`config.mk`:
```
export PLATFORM = sky130hd
export DESIGN_NAME = hack_rom_loader
export DESIGN_NICKNAME = d
export VERILOG_FILES = /design/src/rtl/hack_pkg.sv /design/src/rtl/byte_timeout_counter.sv /design/src/rtl/hack_rom_loader.sv
export SDC_FILE = /design/constraint.sdc
export NUM_CORES = 1
export LEC_CHECK = 0
export CORE_MARGIN = 3
export CORE_UTILIZATION = 62
export DETAILED_ROUTE_END_ITERATION = 7
export GPL_TIMING_DRIVEN = 1
export PLACE_DENSITY_LB_ADDON = 0.2
export SLEW_MARGIN = 20
export SYNTH_ARGS = -nofsm -noshare
export SYNTH_HDL_FRONTEND = slang
export SYNTH_HIERARCHICAL = 1
export SYNTH_SLANG_ARGS = --single-unit
```
`constraint.sdc`:
```
create_clock -name clk -period 6.2 [get_ports clk]
set_input_delay 1.24 -clock clk [delete_from_list [all_inputs] [get_ports clk]]
set_output_delay 1.24 -clock clk [all_outputs]
set_load 0.005 [all_outputs]
```
`src/rtl/hack_pkg.sv`:
```
// Shared types and constants for the Hack boot loader and its helpers.
package hack_pkg;

   typedef enum logic [2:0] {
      RUN,
      LEN_HI,
      LEN_LO,
      DATA_HI,
      DATA_LO,
      CSUM_HI,
      CSUM_LO,
      ERROR
   } loader_state_t;

   // Multi-byte frame fields (LEN, DATA, CSUM) arrive most significant byte first.
   localparam bit BIG_ENDIAN = 1'b1;

   localparam int unsigned DEFAULT_TIMEOUT_CYCLES = 10_000_000;

   function automatic logic [15:0] join_be(input logic [7:0] first, input logic [7:0] second);
      return BIG_ENDIAN ? {first, second} : {second, first};
   endfunction

endpackage

```
`src/rtl/byte_timeout_counter.sv`:
```
// Idle-cycle watchdog for byte streams: counts enabled cycles since the last clear.
module byte_timeout_counter #(
   parameter int unsigned LIMIT = 100
) (
   input  logic clk,
   input  logic rst,
   input  logic clear,
   input  logic enable,
   output logic expired
);
   localparam int unsigned W = $clog2(LIMIT + 1);

   logic [W-1:0] count;

   always_ff @(posedge clk) begin
      if (rst || clear) begin
         count <= '0;
      end else if (enable && (count != W'(LIMIT))) begin
         count <= count + 1'b1;
      end
   end

   // Flags the cycle whose closing edge makes the count reach LIMIT, so the consumer
   // reacts on exactly that edge; a clear in the same cycle takes priority.
   assign expired = enable && !clear && (count == W'(LIMIT - 1));

endmodule

```
`src/rtl/hack_rom_loader.sv`:
```
// Boot-time loader: receives a framed program over UART, writes instruction RAM, gates CPU reset.
module hack_rom_loader
   import hack_pkg::*;
#(
   parameter int unsigned ADDR_WIDTH     = 12,
   parameter int unsigned TIMEOUT_CYCLES = DEFAULT_TIMEOUT_CYCLES
) (
   input  logic                  clk,
   input  logic                  rst,
   input  logic                  load_req,
   input  logic [7:0]            rx_data,
   input  logic                  rx_valid,
   output logic                  mem_we,
   output logic [ADDR_WIDTH-1:0] mem_waddr,
   output logic [15:0]           mem_wdata,
   output logic                  cpu_rst,
   output logic                  loading,
   output logic                  load_error,
   output logic [ADDR_WIDTH:0]   words_loaded
);
   localparam int unsigned DEPTH = 2 ** ADDR_WIDTH;
   localparam int unsigned NW    = ADDR_WIDTH + 1;

   loader_state_t         state, state_nx;
   logic [7:0]            hi_q, hi_nx;
   logic [ADDR_WIDTH:0]   n_q, n_nx;
   logic [15:0]           csum_q, csum_nx;
   logic [15:0]           word;
   logic                  mem_we_nx, cpu_rst_nx, loading_nx, load_error_nx;
   logic [ADDR_WIDTH-1:0] mem_waddr_nx;
   logic [15:0]           mem_wdata_nx;
   logic [ADDR_WIDTH:0]   words_nx;
   logic                  go_error, in_frame, tmo_clear, tmo_expired;

   assign word      = join_be(hi_q, rx_data);
   assign in_frame  = !(state inside {RUN, ERROR});
   assign tmo_clear = in_frame ? rx_valid : load_req;

   byte_timeout_counter #(.LIMIT(TIMEOUT_CYCLES)) u_timeout (
      .clk     (clk),
      .rst     (rst),
      .clear   (tmo_clear),
      .enable  (in_frame),
      .expired (tmo_expired)
   );

   always_comb begin
      state_nx      = state;
      hi_nx         = hi_q;
      n_nx          = n_q;
      csum_nx       = csum_q;
      mem_we_nx     = 1'b0;
      mem_waddr_nx  = mem_waddr;
      mem_wdata_nx  = mem_wdata;
      cpu_rst_nx    = cpu_rst;
      loading_nx    = loading;
      load_error_nx = load_error;
      words_nx      = words_loaded;
      go_error      = 1'b0;

      unique case (state)
         RUN, ERROR: begin
            cpu_rst_nx = (state == ERROR);
            // A byte arriving together with load_req is deliberately dropped.
            if (load_req) begin
               state_nx      = LEN_HI;
               cpu_rst_nx    = 1'b1;
               loading_nx    = 1'b1;
               load_error_nx = 1'b0;
               words_nx      = '0;
               csum_nx       = '0;
            end
         end
         LEN_HI: if (rx_valid) begin
            hi_nx    = rx_data;
            state_nx = LEN_LO;
         end
         LEN_LO: if (rx_valid) begin
            if ((word == 16'd0) || (32'(word) > DEPTH)) begin
               go_error = 1'b1;
            end else begin
               n_nx     = NW'(word);
               state_nx = DATA_HI;
            end
         end
         DATA_HI: if (rx_valid) begin
            hi_nx    = rx_data;
            state_nx = DATA_LO;
         end
         DATA_LO: if (rx_valid) begin
            mem_we_nx    = 1'b1;
            mem_waddr_nx = words_loaded[ADDR_WIDTH-1:0];
            mem_wdata_nx = word;
            words_nx     = words_loaded + 1'b1;
            csum_nx      = csum_q + word;
            state_nx     = (words_nx == n_q) ? CSUM_HI : DATA_HI;
         end
         CSUM_HI: if (rx_valid) begin
            hi_nx    = rx_data;
            state_nx = CSUM_LO;
         end
         CSUM_LO: if (rx_valid) begin
            // cpu_rst stays high here and drops one edge later, after any write has retired.
            if (word == csum_q) begin
               state_nx   = RUN;
               loading_nx = 1'b0;
            end else begin
               go_error = 1'b1;
            end
         end
         default: go_error = 1'b1;
      endcase

      if (tmo_expired) go_error = 1'b1;

      if (go_error) begin
         state_nx      = ERROR;
         cpu_rst_nx    = 1'b1;
         loading_nx    = 1'b0;
         load_error_nx = 1'b1;
      end
   end

   always_ff @(posedge clk) begin
      if (rst) begin
         state        <= RUN;
         mem_we       <= 1'b0;
         mem_waddr    <= '0;
         mem_wdata    <= '0;
         cpu_rst      <= 1'b1;
         loading      <= 1'b0;
         load_error   <= 1'b0;
         words_loaded <= '0;
      end else begin
         state        <= state_nx;
         mem_we       <= mem_we_nx;
         mem_waddr    <= mem_waddr_nx;
         mem_wdata    <= mem_wdata_nx;
         cpu_rst      <= cpu_rst_nx;
         loading      <= loading_nx;
         load_error   <= load_error_nx;
         words_loaded <= words_nx;
      end
   end

   always_ff @(posedge clk) begin
      hi_q   <= hi_nx;
      n_q    <= n_nx;
      csum_q <= csum_nx;
   end

endmodule

```
==> run_results.csv, run 1 <==
group,metric,value,unit
clock_network,cts_root_buf,"clkbuf_8",
yosys,synth_edf_count,37,
global_routing,met2_usage,0.4276,
yosys,syn-cell-area,5632,um^2
timing,fin_skew,0.01573,ns
setup_path,cp-end-kind,"register",
routing,avgRoutedWirePerCell,16.62,um
clock_network,htreeDepth,3,
place,place_congestion,0.8504,
clock_network,clock_latency,0.38,ns
clock_network,postCtsSetupBuffers,0,
timing,rsz0062_at_grt,"no",
clock_network,clkSlewWorstSetupHoldPaths,0.10,ns
floorplanning,boundaryPins,57,
place,place_area,6188,um^2
routing,viasPerCell,6.137,
floorplanning,std_cell_rows,34,
final_layout,layout_common_cells,"nand2_1, dfxtp_1, a21oi_1",
yosys,synthFlopType,"dfxtp_1",
floorplanning,die_w,101.3,um
yosys,syn_inst,623,
routing,antenna_left,0,
pwr,p_seq_frac,0.418,
final_layout,diodes,0,
hold_path,hold_path_class,"reg -> reg",
pwr,comb_power_share,0.380,
setup_path,required,6.31,ns
timing,fmax,284.1,MHz
routing,drtIter0Drc,338,
yosys,synthArstFlopShare,0,
yosys,syn-num-nets,654,
routing,finalWirelength,12.88,mm
timing,worst_slew_pin_slew,0.9019,ns
final_layout,nFillCells,663,
setup_path,worst-path-max-fanout,6,
final_layout,postLayoutCoreUtil,0.7323,
yosys,synth_seq_cells,109,
floorplanning,dieArea,10260,um^2
global_routing,busiest_layer,"met2",
yosys,yosys.cell_types.count,66,
clock_network,cts.path.max_buffers,2,
pwr,power_leakage,0.002219,uW
pwr,clock_power_share,0.201,
timing,fin_tns_setup,0,ns
floorplanning,start_util,0.6426,
yosys,synth_top_area_share,0.2559,
yosys,syn_avg_cell_area,9.040,um^2
setup_path,critPathArrivalTime,3.63,ns
final_layout,num-nets-final,693,
global_routing,grt_pass1_wl,21.40,mm
floorplanning,die_h,101.3,um
timing,period_minus_slack,3.520,ns
pwr,powerDensity,357.7,nW/um^2
timing,final.period_utilization,0.5678,
yosys,synth_top_area_cell,"dfxtp_1",
setup_path,start_kind,"input port",
global_routing,grt_overflow,0,
final_layout,multiInputGateArea,2870,um^2
global_routing,grt_use_met1,0.3487,
clock_network,ctsHoldBuffers,0,
final_layout,syn2layout_area_growth,13.95,%
routing,drc,0,
clock_network,cts_tree,"done",
timing,relSlewSlack,0.3987,
pwr,ir_drop,0.0002441,V
yosys,synthTopCellsByArea,"dfxtp_1, edfxtp_1, nand2_1, a21oi_1, xor2_1",
place,detailed_place_hpwl,9.219,mm
pwr,p_int,1411,uW
routing,first_pass_iters,5,
place,port_buffers,56,
global_routing,grt_pass1_vias,4426,
status,status,"finished clean",
global_routing,grtUsageMet3,0.03168,
timing,slew_viol_final,0,
clock_network,clkSinkCount,109,
setup_path,path_class,"in -> reg",
pwr,swShare,0.3852,
timing,holdWs,0.4596,ns
global_routing,grt.total_usage,0.2596,
yosys,ys_seq_area_frac,0.4532,
floorplanning,coreArea,8763,um^2
job,drv_cap,0,
timing,setup_viol,0,
timing,final_hold_viol_count,0,
final_layout,postLayoutCellArea,6417,um^2
final_layout,drive_above_1_share,0.05697,
pwr,switching_power,884.2,uW
pwr,p_total,2296,uW
final_layout,layout_commonest_cell,"nand2_1",
global_routing,grt_max_degree,50,
yosys,ys_warn_count,6,
routing,vias,4756,
clock_network,numCtsBuffers,9,
global_routing,antenna_found_initial,0,
final_layout,regArea,2552,um^2
clock_network,cts_resized,0,
## kinds of logic (layout without fill, tap and decap cells)
| logic type | after synthesis | after routing | synth area share |
|---|---|---|---|
| simple gates | 265 | 265 | 0.2408 |
| fa+ha+maj | 19 | 19 | 0.04355 |
| xor+xnor | 43 | 43 | 0.06687 |
| compound gates | 139 | 139 | 0.1549 |
| flops | 109 | 109 | 0.4532 |
| mux | 2 | 2 | 0.003555 |
| buf+inv | 46 | 90 | 0.03710 |
## cell type report
type | instances | area share
clock inverters | 7 | 0.01638
repair buffers | 58 | 0.08891
well taps | 108 | 0.02106
clock buffers | 9 | 0.01930
flip-flops and latches | 109 | 0.3977
multi-input cells | 468 | 0.4473
inverters | 16 | 0.009359
## stage by stage
| stage | worst slack (ns) | cells |
|---|---|---|
| final | 2.680 | 775 |
| after detailed placement | 2.337 | 759 |
| after CTS | 2.758 | 775 |
| after global placement | 2.391 | 759 |
| after floorplan | 3.174 | 623 |
| after global routing | 2.550 | 775 |
## sequential cells by signal, summed over array words and instances (netlist names)
signal / count
mem_we: 1
csum_q: 16
u_timeout/count: 24
words_loaded: 13
state: 3
mem_wdata: 16
n_q: 13
cpu_rst: 1
loading: 1
hi_q: 8
mem_waddr: 12
load_error: 1
## worst paths after layout
| path | from | endpoint | slack (ns) | depth (start not counted) |
|---|---|---|---|---|
| worst max-delay path | rx_data[7] | csum_q[12]$_SDFFCE_PN0P_ | 2.68 | 8 |
| worst min-delay path | mem_wdata[5]$_SDFFE_PP0P_ | mem_wdata[5]$_SDFFE_PP0P_ | 0.46 | 2 |
| worst max register to register | words_loaded[0]$_SDFFE_PP0P_ | state[1]$_SDFFE_PP0P_ | 3.38 | 7 |
| worst min register to register | mem_wdata[5]$_SDFFE_PP0P_ | mem_wdata[5]$_SDFFE_PP0P_ | 0.46 | 2 |
## Yosys cell counts, drive strengths merged (16+ instances only)
master and n:
xnor2 17, xor2 26, nand3 26, nand2 81
o21ai 27, inv 16, a21oi 59, dfxtp 72
nor2 56, clkbuf 17, ha 18, edfxtp 37
## metal layers
| layer | vias to the layer above | share of wire |
|---|---|---|
| met4 | 0 | 0.021 |
| met2 | 148 | 0.49 |
| li1 | 2313 | - |
| met5 | - | 0 |
| met3 | 30 | 0.053 |
| met1 | 2265 | 0.44 |
## critical path: stages
cell	delay, ns
clkdlybuf4s50_1	0.55
ha_1	0.44
a21o_1	0.23
or3_1	0.33
o311ai_0	0.45
a21oi_1	0.16
xnor2_1	0.16
nor2_1	0.06
## power by group through the flow
stage / Clock (uW) / Sequential, uW / Combinational (uW)
floorplan: 0 / 929 / 691
global route: 499 / 973 / 975
finish: 462 / 960 / 873
CTS: 472 / 958 / 866
detailed placement: 0 / 974 / 859
global placement: 0 / 970 / 828
Note: power is estimated with default switching activity, not from simulation.
==> inputs of run 2 (changes only) <==
- CORE_UTILIZATION: 62 -> 57
- clock period: 6.2 -> 3.6 ns (I/O delays scaled with it)
==> run_results.csv, run 2 (synthesis results as in run 1) <==
group,metric,value,unit
timing,fin_skew,0.01641,ns
setup_path,required,3.69,ns
floorplanning,boundaryPins,57,
pwr,power_leakage,0.002248,uW
floorplanning,start_util,0.5981,
timing,final.period_utilization,0.8228,
status,status,"finished clean",
routing,avgRoutedWirePerCell,16.69,um
floorplanning,die_w,105.4,um
final_layout,top_regs,"u_timeout/count: 24 flops, csum_q: 16 flops, mem_wdata: 16 flops",
timing,rsz0062_at_grt,"no",
final_layout,drive_above_1_share,0.06667,
pwr,powerDensity,618.1,nW/um^2
clock_network,cts_root_buf,"clkbuf_8",
clock_network,clkSinkCount,109,
global_routing,grt_pass1_wl,22.15,mm
setup_path,critPathArrivalTime,3.06,ns
final_layout,syn2layout_area_growth,15.17,%
routing,vias,4823,
setup_path,start_kind,"input port",
final_layout,nFillCells,753,
clock_network,cts_resized,0,
place,detailed_place_hpwl,9.588,mm
clock_network,ctsHoldBuffers,0,
global_routing,grt_max_degree,49,
setup_path,crit_family,"compound AO/OA/AOI/OAI gates",
routing,wl_met2,6.840,mm
routing,drtIter0Drc,388,
routing,routed.top_layer,"met4",
timing,final_hold_viol_count,0,
floorplanning,die_h,105.4,um
place,dp.cells,788,
final_layout,regMostFlops,"u_timeout/count",
hold_path,hold_path_class,"reg -> reg",
timing,worst_slew_pin_slew,0.7175,ns
routing,met3_length,783,um
routing,m1WireLength,5.611,mm
setup_path,cpMaxStageDelayCell,"o311ai_0",
final_layout,largest_reg_flops,24,
final_layout,num-nets-final,701,
place,dpl_worst_slack,0.3199,ns
global_routing,grt_pass1_vias,4670,
timing,fin_tns_setup,0,ns
global_routing,grt.total_usage,0.2450,
pwr,ir_drop,0.0004333,V
timing,fmax,337.6,MHz
routing,first_pass_iters,5,
clock_network,cts_tree,"done",
setup_path,critical-path-max-stage-delay,0.51,ns
setup_path,cp-end-kind,"register",
final_layout,layout_common_cells,"nand2_1, dfxtp_1, a21oi_1",
global_routing,grt_overflow,0,
routing,finalWirelength,13.42,mm
timing,relSlewSlack,0.5199,
setup_path,crit_chain,"clkdlybuf4s50_1 > ha_1 > a21o_1 > or3_1 > o311ai_0 > a21oi_1 > xnor2_1 > nor2_1",
clock_network,numCtsBuffers,9,
floorplanning,coreArea,9415,um^2
setup_path,path_class,"in -> reg",
timing,slew_viol_final,0,
timing,fin_ws,0.6378,ns
final_layout,layout_commonest_cell,"nand2_1",
place,place_congestion,0.8913,
clock_network,clkSlewWorstSetupHoldPaths,0.10,ns
final_layout,stdcell_count,804,
place,port_buffers,56,
global_routing,antenna_found_initial,0,
routing,drc,0,
timing,holdWs,0.4596,ns
clock_network,htreeDepth,3,
job,drv_cap,0,
final_layout,diodes,0,
timing,setup_viol,0,
clock_network,postCtsSetupBuffers,0,
setup_path,worst-path-max-fanout,6,
routing,viasPerCell,5.999,
routing,antenna_left,0,
clock_network,cts.path.max_buffers,2,
clock_network,clock_latency,0.38,ns
timing,period_minus_slack,2.962,ns
setup_path,path_buf_inv,1,
floorplanning,std_cell_rows,35,
floorplanning,dieArea,11110,um^2
[run 2: final timing paths]
path | startpoint | to | slack, ns | cells past startpoint
worst max-delay path | rx_data[7] | csum_q[12]$_SDFFCE_PN0P_ | 0.64 | 8
worst min-delay path | mem_waddr[4]$_SDFFE_PP0P_ | mem_waddr[4]$_SDFFE_PP0P_ | 0.46 | 2
worst max register to register | words_loaded[0]$_SDFFE_PP0P_ | state[2]$_SDFFE_PP0P_ | 0.86 | 7
worst min register to register | mem_waddr[4]$_SDFFE_PP0P_ | mem_waddr[4]$_SDFFE_PP0P_ | 0.46 | 2
[run 2: power breakdown]
group / switching (uW) / internal [uW] / leakage [uW]
sequential: 147 / 1500 / 0.000930
combinational: 960 / 644 / 0.00122
clock: 427 / 330 / 0.0000988
[run 2: stage by stage]
stage	area [um^2]	util	power, uW
final	6486	0.6889	4009
after global routing	6486	0.6889	4265
after CTS	6486	0.6889	4008
after detailed placement	6287	0.6678	3246
after global placement	6287	0.6678	3196
after floorplan	5632	-	2789
[run 2: layout make-up]
cell class / instances / area (um^2) / share of cell area
multi-input cells: 468 / 2870 / 0.4425
flip-flops and latches: 109 / 2552 / 0.3935
repair buffers: 66 / 643.1 / 0.09915
well taps: 129 / 161.4 / 0.02488
clock buffers: 10 / 127.6 / 0.01968
clock inverters: 6 / 71.32 / 0.01100
inverters: 16 / 60.06 / 0.009259
[run 2: tightest hold or removal path, cell delays in order, from the launching register on]
cell,delay (ns)
dfxtp_1,0.32
nand2_1,0.05
a21oi_1,0.05
[run 2: per-layer routing]
layer | vias up | track usage
li1 | 2329 | -
met1 | 2315 | 0.2997
met2 | 158 | 0.4317
met3 | 21 | 0.05634
met4 | 0 | 0.06748
met5 | - | 0
==> inputs of run 3 (changes only) <==
- CORE_UTILIZATION: 57 -> 52
- clock period: 3.6 -> 2.6 ns (I/O delays scaled with it)
==> run_results.csv, run 3 (synthesis results as in run 1) <==
group,metric,value,unit
status,status,"finished clean",
setup_path,start_kind,"input port",
final_layout,layout_common_cells,"nand2_1, dfxtp_1, a21oi_1",
job,drv_cap,0,
global_routing,antenna_found_initial,0,
timing,fmax,395.8,MHz
clock_network,ctsHoldBuffers,0,
setup_path,cpMaxStageDelayCell,"clkdlybuf4s50_1",
setup_path,path_buf_inv,1,
timing,period_minus_slack,2.527,ns
routing,viasPerCell,5.808,
final_layout,num-nets-final,742,
clock_network,cts_resized,0,
final_layout,nFillCells,893,
clock_network,numCtsBuffers,9,
final_layout,top_regs,"u_timeout/count: 24 flops, csum_q: 16 flops, mem_wdata: 16 flops",
final_layout,regMostFlops,"u_timeout/count",
setup_path,reg2reg_from,"hi_q[2]$_DFFE_PP_",
clock_network,htreeDepth,3,
timing,fin_ws,0.07321,ns
setup_path,crit_family,"compound AO/OA/AOI/OAI gates",
place,place_congestion,0.9066,
final_layout,drive_above_1_share,0.1271,
routing,drtIter0Drc,252,
place,dpl_worst_slack,-0.3362,ns
global_routing,grtUsageMet3,0.03378,
hold_path,min_from,"mem_waddr[2]$_SDFFE_PP0P_",
timing,setup_viol,0,
final_layout,postLayoutCoreUtil,0.6577,
routing,avgRoutedWirePerCell,16.32,um
final_layout,layout_commonest_cell,"nand2_1",
setup_path,required,2.71,ns
global_routing,grt_max_degree,49,
floorplanning,die_h,110.1,um
global_routing,grt.total_usage,0.2374,
timing,rsz0062_at_grt,"yes",
pwr,ir_drop,0.0004647,V
global_routing,grt_pass1_wl,22.65,mm
routing,antenna_left,0,
setup_path,crit_start,"rx_data[1]",
timing,relSlewSlack,0.5437,
timing,final.period_utilization,0.9718,
routing,vias,4948,
floorplanning,coreArea,10420,um^2
timing,slew_viol_final,0,
setup_path,cp-end-kind,"register",
routing,drc,0,
final_layout,regArea,2552,um^2
timing,worst_slew_pin_slew,0.6844,ns
final_layout,multiInputGateArea,2898,um^2
global_routing,grt_pass1_vias,4788,
floorplanning,boundaryPins,57,
hold_path,hold_path_class,"reg -> reg",
floorplanning,start_util,0.5407,
final_layout,largest_reg_flops,24,
pwr,power_leakage,0.002457,uW
global_routing,grt_overflow,0,
clock_network,clkSlewWorstSetupHoldPaths,0.11,ns
clock_network,cts.path.max_buffers,2,
pwr,powerDensity,844.4,nW/um^2
global_routing,met2_usage,0.4125,
routing,finalWirelength,13.91,mm
global_routing,grt_use_met1,0.2993,
timing,final_hold_viol_count,0,
clock_network,clkSinkCount,109,
timing,fin_skew,0.01390,ns
setup_path,worst-path-max-fanout,4,
clock_network,postCtsSetupBuffers,0,
clock_network,cts_tree,"done",
place,port_buffers,56,
place,detailed_place_hpwl,10.19,mm
setup_path,critical-path-max-stage-delay,0.49,ns
setup_path,ff2ff_setup_slack,0.20,ns
setup_path,path_class,"in -> reg",
final_layout,diodes,0,
setup_path,crit_chain,"clkdlybuf4s50_1 > ha_1 > a21oi_1 > o2111ai_2 > o2111ai_2 > a21boi_0 > nor3_1 > nor3_1",
clock_network,cts_root_buf,"clkbuf_8",
floorplanning,dieArea,12110,um^2
global_routing,busiest_layer,"met2",
routing,first_pass_iters,5,
floorplanning,die_w,110.1,um
clock_network,clock_latency,0.38,ns
final_layout,syn2layout_area_growth,21.64,%
floorplanning,std_cell_rows,37,
setup_path,critPathArrivalTime,2.64,ns
run 3: cell count changes in the layout (fill, tap and decap cells not counted), moves of 2 or more:
cell,previous run,this run
inv_6,1,4
o2111ai_2,0,2
buf_4,9,48
buf_12,1,3
o2111ai_1,3,1
run 3: cell type report:
type | instances | share of cell area
multi-input cells | 468 | 0.4230
flip-flops and latches | 109 | 0.3726
repair buffers | 107 | 0.1432
well taps | 136 | 0.02484
clock buffers | 10 | 0.02009
inverters | 16 | 0.008767
clock inverters | 6 | 0.007489
run 3: per-layer routing:
| metal | wire, um | part of all wire |
|---|---|---|
| met1 | 6067 | 0.44 |
| met2 | 7021 | 0.50 |
| met3 | 592 | 0.043 |
| met4 | 227 | 0.016 |
| met5 | 0 | 0 |
run 3: through the flow:
stage / area (um^2) / total power [uW] / hold WS (ns) / setup TNS [ns] / std cells
after global routing: 6850 / 6156 / 0.4798 / -0.04876 / 852
after detailed placement: 6634 / 4740 / 0.4486 / -3.906 / 836
after floorplan: 5632 / 3862 / 0.4527 / 0 / 623
after CTS: 6823 / 5748 / 0.4625 / 0 / 852
after global placement: 6634 / 4687 / 0.4405 / -3.040 / 836
final: 6850 / 5784 / 0.4594 / 0 / 852
run 3: worst register-to-register path: cells and delay by family (launching register included):
kind / cells / cell delay [ns]
fa+ha+maj: 1 / 0.42
compound gates: 4 / 0.91
simple gates: 2 / 0.49
flops: 1 / 0.48
run 3: path summary, 6_finish.rpt:
path | to | cells after the start
min reg2reg | mem_waddr[2]$_SDFFE_PP0P_ | 2
max | csum_q[11]$_SDFFCE_PN0P_ | 8
max reg2reg | state[2]$_SDFFE_PP0P_ | 7
min | mem_waddr[2]$_SDFFE_PP0P_ | 2
run 3: report_power, final:
| group | leakage, uW | internal (uW) | switching [uW] |
|---|---|---|---|
| clock network | 0.0000943 | 391 | 624 |
| logic | 0.00143 | 1110 | 1390 |
| registers | 0.000930 | 2080 | 190 |
| total | 0.00246 | 3580 | 2200 |
